==> src/rtl/imem_arbiter.sv <==
// Single-port read arbiter for the instruction memory: fetch has priority, data
// requests are granted after at most MAX_WAIT denied cycles; responses are registered.
module imem_arbiter #(
  parameter int ADDR_W   = 16,
  parameter int DATA_W   = 16,
  parameter int MAX_WAIT = 3
) (
  input  logic              clk,
  input  logic              rst,
  input  logic              f_req,
  input  logic [ADDR_W-1:0] f_addr,
  input  logic              f_flush,
  output logic              f_gnt,
  output logic              f_valid,
  output logic [DATA_W-1:0] f_data,
  input  logic              d_req,
  input  logic [ADDR_W-1:0] d_addr,
  output logic              d_gnt,
  output logic              d_valid,
  output logic [DATA_W-1:0] d_data,
  output logic [ADDR_W-1:0] mem_addr,
  input  logic [DATA_W-1:0] mem_rdata,
  output logic [15:0]       stall_cnt
);

  localparam int WAIT_W = (MAX_WAIT < 1) ? 1 : $clog2(MAX_WAIT + 1);
  localparam logic [WAIT_W-1:0] WAIT_MAX = WAIT_W'(MAX_WAIT);

  logic [WAIT_W-1:0] wait_q, wait_d;
  logic [ADDR_W-1:0] last_addr_q, last_addr_d;
  logic              f_valid_q, f_valid_d;
  logic              d_valid_q, d_valid_d;
  logic [DATA_W-1:0] f_data_q, f_data_d;
  logic [DATA_W-1:0] d_data_q, d_data_d;
  logic [15:0]       stall_q, stall_d;
  logic              f_gnt_c, d_gnt_c;

  always_comb begin
    // Grants are suppressed while reset is held so no response can be launched.
    d_gnt_c = !rst && d_req && (!f_req || (wait_q == WAIT_MAX));
    f_gnt_c = !rst && f_req && !d_gnt_c;

    mem_addr = last_addr_q;
    if (f_gnt_c) begin
      mem_addr = f_addr;
    end else if (d_gnt_c) begin
      mem_addr = d_addr;
    end

    last_addr_d = mem_addr;

    wait_d = '0;
    if (d_req && !d_gnt_c) begin
      wait_d = (wait_q == WAIT_MAX) ? wait_q : wait_q + 1'b1;
    end

    f_valid_d = f_gnt_c && !f_flush;
    f_data_d  = f_gnt_c ? mem_rdata : f_data_q;
    d_valid_d = d_gnt_c;
    d_data_d  = d_gnt_c ? mem_rdata : d_data_q;

    stall_d = stall_q;
    if (f_req && !f_gnt_c && (stall_q != 16'hFFFF)) begin
      stall_d = stall_q + 16'd1;
    end
  end

  always_ff @(posedge clk or posedge rst) begin
    if (rst) begin
      wait_q      <= '0;
      last_addr_q <= '0;
      f_valid_q   <= 1'b0;
      d_valid_q   <= 1'b0;
      f_data_q    <= '0;
      d_data_q    <= '0;
      stall_q     <= '0;
    end else begin
      wait_q      <= wait_d;
      last_addr_q <= last_addr_d;
      f_valid_q   <= f_valid_d;
      d_valid_q   <= d_valid_d;
      f_data_q    <= f_data_d;
      d_data_q    <= d_data_d;
      stall_q     <= stall_d;
    end
  end

  assign f_gnt     = f_gnt_c;
  assign d_gnt     = d_gnt_c;
  assign f_valid   = f_valid_q;
  assign d_valid   = d_valid_q;
  assign f_data    = f_data_q;
  assign d_data    = d_data_q;
  assign stall_cnt = stall_q;

endmodule

==> config.mk <==
export PLATFORM = sky130hd
export DESIGN_NAME = imem_arbiter
export DESIGN_NICKNAME = d
export VERILOG_FILES = /design/src/rtl/imem_arbiter.sv
export SDC_FILE = /design/constraint.sdc
export NUM_CORES = 1
export LEC_CHECK = 0
export BUFFER_PORTS_ARGS = -buffer_cell sky130_fd_sc_hd__buf_4
export CORE_MARGIN = 2
export CORE_UTILIZATION = 35
export CTS_BUF_LIST = sky130_fd_sc_hd__clkbuf_8
export CTS_CLUSTER_SIZE = 10
export DETAILED_ROUTE_END_ITERATION = 10
export GPL_TIMING_DRIVEN = 0
export SLEW_MARGIN = 10
export SYNTH_ARGS = -nofsm -noshare
export SYNTH_HDL_FRONTEND = slang
export SYNTH_SLANG_ARGS = --single-unit
==> constraint.sdc <==
create_clock -name clk -period 4.2 [get_ports clk]
set_input_delay 0.42 -clock clk [delete_from_list [all_inputs] [get_ports clk]]
set_output_delay 0.42 -clock clk [all_outputs]
set_load 0.005 [all_outputs]
==> results of run 1 <==
[stage by stage]
step                std cells  setup TNS [ns]  area, sq um
floorplan                 243               0         2850
global placement          465          -23.65         3880
detailed placement        466               0         3910
CTS                       481               0         4080
global route              481               0         4080
finish                    481               0         4080
[layer usage]
layer | global-route usage (%) | vias to the layer above
met5 | 0 | -
met4 | 6.28 | 0
met3 | 5.06 | 8
met2 | 26.3 | 86
met1 | 22.2 | 1124
li1 | - | 1121
[layout by cell type, fill, tap and decap left out]
cell type  count
buf_4        120
dfrtp_1       68
nand2_1       57
and3_1        19
mux2_2        16
a221o_1       16
xor2_1        15
clkbuf_8      11
nor3_1         8
buf_2          7
nand3_1        6
nor2_1         4
nor4b_1        3
clkbuf_1       3
nand4_2        2
nand4_1        2
ha_1           2
clkinv_2       2
inv_1          2
a21o_1         1
nor4_4         1
nor2_2         1
mux2_4         1
nor3b_1        1
and4_1         1
and3_2         1
or3_1          1
xnor2_1        1
inv_4          1
a21oi_2        1
nand2b_1       1
inv_2          1
nor2b_1        1
mux2i_1        1
buf_16         1
[registers in the layout (all words and copies together) (netlist names)]
| register | count |
|---|---|
| f_data | 16 |
| wait_q | 2 |
| d_data | 16 |
| stall_cnt | 16 |
| d_valid | 1 |
| last_addr_q | 16 |
| f_valid | 1 |
[how the worst max path moves through the flow]
stage	end	cells after the start	slack (ns)	from
floorplan	mem_addr[0]	5	0.74	rst
global placement	mem_addr[2]	7	-0.74	rst
detailed placement	mem_addr[1]	8	1.38	rst
CTS	mem_addr[1]	8	1.38	rst
global route	mem_addr[2]	8	1.21	rst
finish	mem_addr[2]	8	1.49	rst
[final cells by class]
| class | instances | area (sq um) | share of cell area [%] |
|---|---|---|---|
| clock buffers | 11 | 151 | 3.71 |
| multi-input cells | 163 | 1100 | 26.9 |
| repair buffers | 121 | 928 | 22.7 |
| plain buffers | 10 | 46.3 | 1.13 |
| flip-flops and latches | 68 | 1700 | 41.7 |
| clock inverters | 4 | 17.5 | 0.429 |
| inverters | 2 | 10.0 | 0.245 |
| well taps | 102 | 128 | 3.13 |
[cell families (layout without fill, tap and decap cells)]
family,after synthesis,in the layout,synth area share (%)
and+or+nand+nor,109,109,19.3
muxes,18,18,7.19
DFF,68,68,59.6
buffers and inverters,12,148,1.88
xor gates and xnor gates,16,16,4.91
AOI/OAI and AO/OA,18,18,6.18
adders and majority gates,2,2,0.877
[power groups by stage]
stage	sequential [mW]	combinational, mW	clock, mW
after floorplan	0.852	0.172	0
after global routing	0.864	0.473	0.503
after global placement	0.856	0.425	0
after CTS	0.847	0.436	0.476
final	0.847	0.428	0.457
after detailed placement	0.858	0.435	0
==> flow_metrics.tcl, run 1 <==
set metrics [dict create \
    p_switching_mw 0.470 \
    hpwl_mm 5.41 \
    rr_worst_depth 6 \
    p_leak_nw 2.19 \
    power_mw 1.73 \
    max_slew_margin_pct 60.5 \
    maxSlewViolCount 0 \
    gp_congestion 0.783 \
    synthCells 243 \
    path_clk_slew_ns 0.07 \
    diodes 0 \
    first_global_vias 2308 \
    holdBufCountCts 0 \
    fin_worst_skew_ns 0.00735 \
    end_kind "output port" \
    yosys.area.top_type "dfrtp_1" \
    dr.max_layer_used "met4" \
    wl_met1_mm 3.22 \
    ir_drop_mv 0.196 \
    setup_viol 0 \
    cpMostUsedCell "buf_4" \
    crit_type "input pin to output port" \
    crit_required_ns 3.78 \
    synthDistinctLibCells 30 \
    detail_route.wirelength_mm 7.27 \
    area_growth_pct 43.0 \
    max_cap_violations 0 \
    syn_nets 298 \
    pwr-share-comb_pct 24.7 \
    period_needed_ns 2.71 \
    ys_seq_elements 68 \
    synth_flop_cell "dfrtp_1" \
    post_cts_buffers 0 \
    die-area_sq_um 8890 \
    syn-cell-area_sq_um 2850 \
    clk_latency_ns 0.33 \
    avgSynthCellArea_sq_um 11.7 \
    vias 2339 \
    die_h_microns 94.3 \
    worstReg2RegEnd "last_addr_q[14]$_DFF_PP0_" \
    internal-power_mw 1.26 \
    port_buffers 120 \
    sequentialPowerShare_pct 48.9 \
    place_ws_ns 1.38 \
    synthArstFlopShare_pct 100 \
    p_clk_share_pct 26.4 \
    crit_arrival_ns 2.29 \
    ant_nets 0 \
    setup_ws_ns 1.49 \
    grt_max_degree 55 \
    wl_per_cell_microns 15.1 \
    r2r_start "wait_q[0]$_DFFE_PP0P_" \
    synthTopCellsByCount "dfrtp_1, nand2_1, and3_1" \
    boundaryPins 121 \
    grt_pass1_wl_mm 11.5 \
    synth-edff-count 0 \
    cpLargestDelayFamily "buffers and inverters" \
    num_rows 32 \
    grt_antenna_before_repair 0 \
    startpoint_type "input pin" \
    path_cells "buf_4 > inv_4 > buf_16 > nand2_1 > a21oi_2 > buf_2 > a221o_1 > buf_4" \
    cp_max_fo 54 \
    yosysWarnings 0 \
    cts_made_buffers 9 \
    vias_per_cell 4.86 \
    cts.path.max_buffers 2 \
    overflow 0 \
    drc_errors 0 \
    cts_root_buf "clkbuf_8" \
    fin_crit_sh_pct 64.5 \
    coreArea_sq_um 7810 \
    ctsResizeCount 0 \
    wl_met3_microns 616 \
    drt_first_iter_violations 76 \
    hold_viol_final 0 \
    crit_slowest_cell "a21oi_2" \
    max_stage_delay_ns 0.36 \
    worst_pin_slew_ns 0.589 \
    firstDrtPassIters 4 \
    swShare_pct 27.1 \
    synth_area_leaders "dfrtp_1, nand2_1, mux2_2" \
    status "finished clean" \
    fmax_mhz 369 \
    pwr_density_cell_nw_per_um2 424 \
    seq_area_frac_synth_pct 59.6 \
    hold_class "input pin to asynchronous set/reset pin" \
    fin_hold_ws_ns 0.0321 \
    path_buf_inv 5 \
    fillCellCount 710 \
    start_util_pct 36.6 \
    cts_tree "yes" \
    synth_top_area_share_pct 59.6 \
    grt_use_total_pct 16.8 \
    dr_wl_met2_mm 3.36 \
    rsz0062_at_grt "false" \
    final_core_util_pct 52.3 \
    rrSetupSlack_ns 2.26 \
    die_x_microns 94.3 \
    htreeDepth 3 \
    cts.sinks 68 \
    drive_gt1_share_pct 43.8 \
    post-synth-top-count-cell "dfrtp_1" \
    fin_nets 430 \
]
No activity file was read; power rests on OpenSTA's default activity.
==> run 2: changes to the inputs <==
==> constraint.sdc (replaced) <==
create_clock -name clk -period 2.5 [get_ports clk]
set_input_delay 0.25 -clock clk [delete_from_list [all_inputs] [get_ports clk]]
set_output_delay 0.25 -clock clk [all_outputs]
set_load 0.005 [all_outputs]
==> run 2 against run 1 <==
Largest power group unchanged. Non-clock buffer count is 1 higher. Utilization up 0.38 points. Hold slack improved by 0.024 ns. Clock skew rose by 0.0013 ns. Sequential power is 68% higher. Power rose by 70%. First-iteration DRC count decreased by 5.3%.
==> flow_metrics.tcl, run 2 (synthesis gave the netlist of run 1 again) <==
set metrics [dict create \
    maxSlewViolCount 0 \
    start_util_pct 36.6 \
    rr_worst_depth 4 \
    max_stage_delay_ns 0.37 \
    hold_viol_final 0 \
    grt_antenna_before_repair 0 \
    cts_root_buf "clkbuf_8" \
    max_slew_margin_pct 47.7 \
    htreeDepth 3 \
    startpoint_type "register" \
    num_rows 32 \
    drive_gt1_share_pct 45.3 \
    clk_latency_ns 0.33 \
    crit_slowest_cell "dfrtp_1" \
    period_needed_ns 2.34 \
    grt_use_total_pct 17.0 \
    power_mw 2.94 \
    port_buffers 120 \
    dr.max_layer_used "met4" \
    r2r_start "wait_q[0]$_DFFE_PP0P_" \
    crit_arrival_ns 2.09 \
    area_growth_pct 44.1 \
    drt_first_iter_violations 72 \
    worst_pin_slew_ns 0.780 \
    mostFrequentLayoutCells "buf_4, dfrtp_1, nand2_1, and3_1" \
    rrSetupSlack_ns 0.65 \
    post_cts_buffers 0 \
    place_inst 466 \
    die_h_microns 94.3 \
    path_clk_slew_ns 0.08 \
    gp_congestion 0.800 \
    die-area_sq_um 8890 \
    overflow 0 \
    boundaryPins 121 \
    grt_max_degree 37 \
    fin_hold_ws_ns 0.0564 \
    hold_class "input pin to asynchronous set/reset pin" \
    vias 2303 \
    rsz0062_at_grt "false" \
    wl_met3_microns 527 \
    layout_commonest_cell "buf_4" \
    grt_pass1_wl_mm 11.5 \
    ir_drop_mv 0.371 \
    ant_nets 0 \
    diodes 0 \
    die_x_microns 94.3 \
    fin_worst_skew_ns 0.00861 \
    hpwl_mm 5.41 \
    fin_nets 432 \
    cts.path.max_buffers 2 \
    wl_met1_mm 3.18 \
    fin_crit_sh_pct 93.5 \
    p_leak_nw 2.18 \
    cp_max_fo 10 \
    tns_ns 0 \
    final_area_sq_um 4110 \
    end_kind "output port" \
    crit_type "register to output port" \
    path_cells "ha_2 > nand2b_1 > nand3_2 > clkbuf_2 > and3_1 > a221o_1 > buf_4" \
    first_global_vias 2245 \
    dr_wl_met2_mm 3.49 \
    coreArea_sq_um 7810 \
    fmax_mhz 428 \
    worstReg2RegEnd "f_data[10]$_DFFE_PP0P_" \
    final_core_util_pct 52.7 \
    cts_made_buffers 9 \
    vias_per_cell 4.76 \
    setup_ws_ns 0.163 \
    wl_per_cell_microns 15.1 \
    layoutNonFillerInstCount 484 \
    status "finished clean" \
    place_area_sq_um 3910 \
    pwr_density_cell_nw_per_um2 716 \
    setup_viol 0 \
    cts.sinks 68 \
    detail_route.wirelength_mm 7.30 \
    max_cap_violations 0 \
    firstDrtPassIters 4 \
    place_ws_ns -0.166 \
    cts_tree "yes" \
    drc_errors 0 \
    crit_required_ns 2.25 \
]
[run 2: critical path: cells and delay by family (launching register included)]
kind / cells / cell delay [ns]
AND/OR/NAND/NOR: 3 / 0.48
flip-flops: 1 / 0.37
buffers and inverters: 2 / 0.36
AO/OA/AOI/OAI: 1 / 0.30
adder cells (fa/ha/maj): 1 / 0.25
[run 2: where the power goes]
| part | internal [mW] | switching [mW] |
|---|---|---|
| combinational | 0.437 | 0.282 |
| clock | 0.385 | 0.418 |
| sequential | 1.29 | 0.137 |
| total | 2.11 | 0.837 |
[run 2: per-layer routing]
metal  up-vias  GRT usage (%)
met5         -              0
met4         0           6.52
met3         6           3.45
met2        80           26.4
met1      1086           23.5
li1       1131              -
[run 2: how the worst max path moves through the flow]
stage	endpoint	start
after floorplan	mem_addr[10]	rst
after global routing	mem_addr[7]	wait_q[0]$_DFFE_PP0P_
after detailed placement	mem_addr[7]	rst
final	mem_addr[7]	wait_q[0]$_DFFE_PP0P_
after global placement	mem_addr[7]	rst
after CTS	mem_addr[7]	wait_q[0]$_DFFE_PP0P_
[run 2: what timing repair did]
item	4_1_cts	5_1_grt
hold endpoints to repair	16	0
gates resized for setup	0	3
gates cloned	1	0
endpoints found under the setup margin	16	12
hold buffers	1	0
[run 2: cell type report]
class | instances | area (sq um)
buffer | 10 | 47.5
timing repair inverter | 1 | 5.00
tap | 102 | 128
fill | 719 | 3700
clock inverter | 6 | 41.3
sequential | 68 | 1700
timing repair buffer | 122 | 931
multi-input combinational | 163 | 1110
clock buffer | 10 | 138
inverter | 2 | 11.3
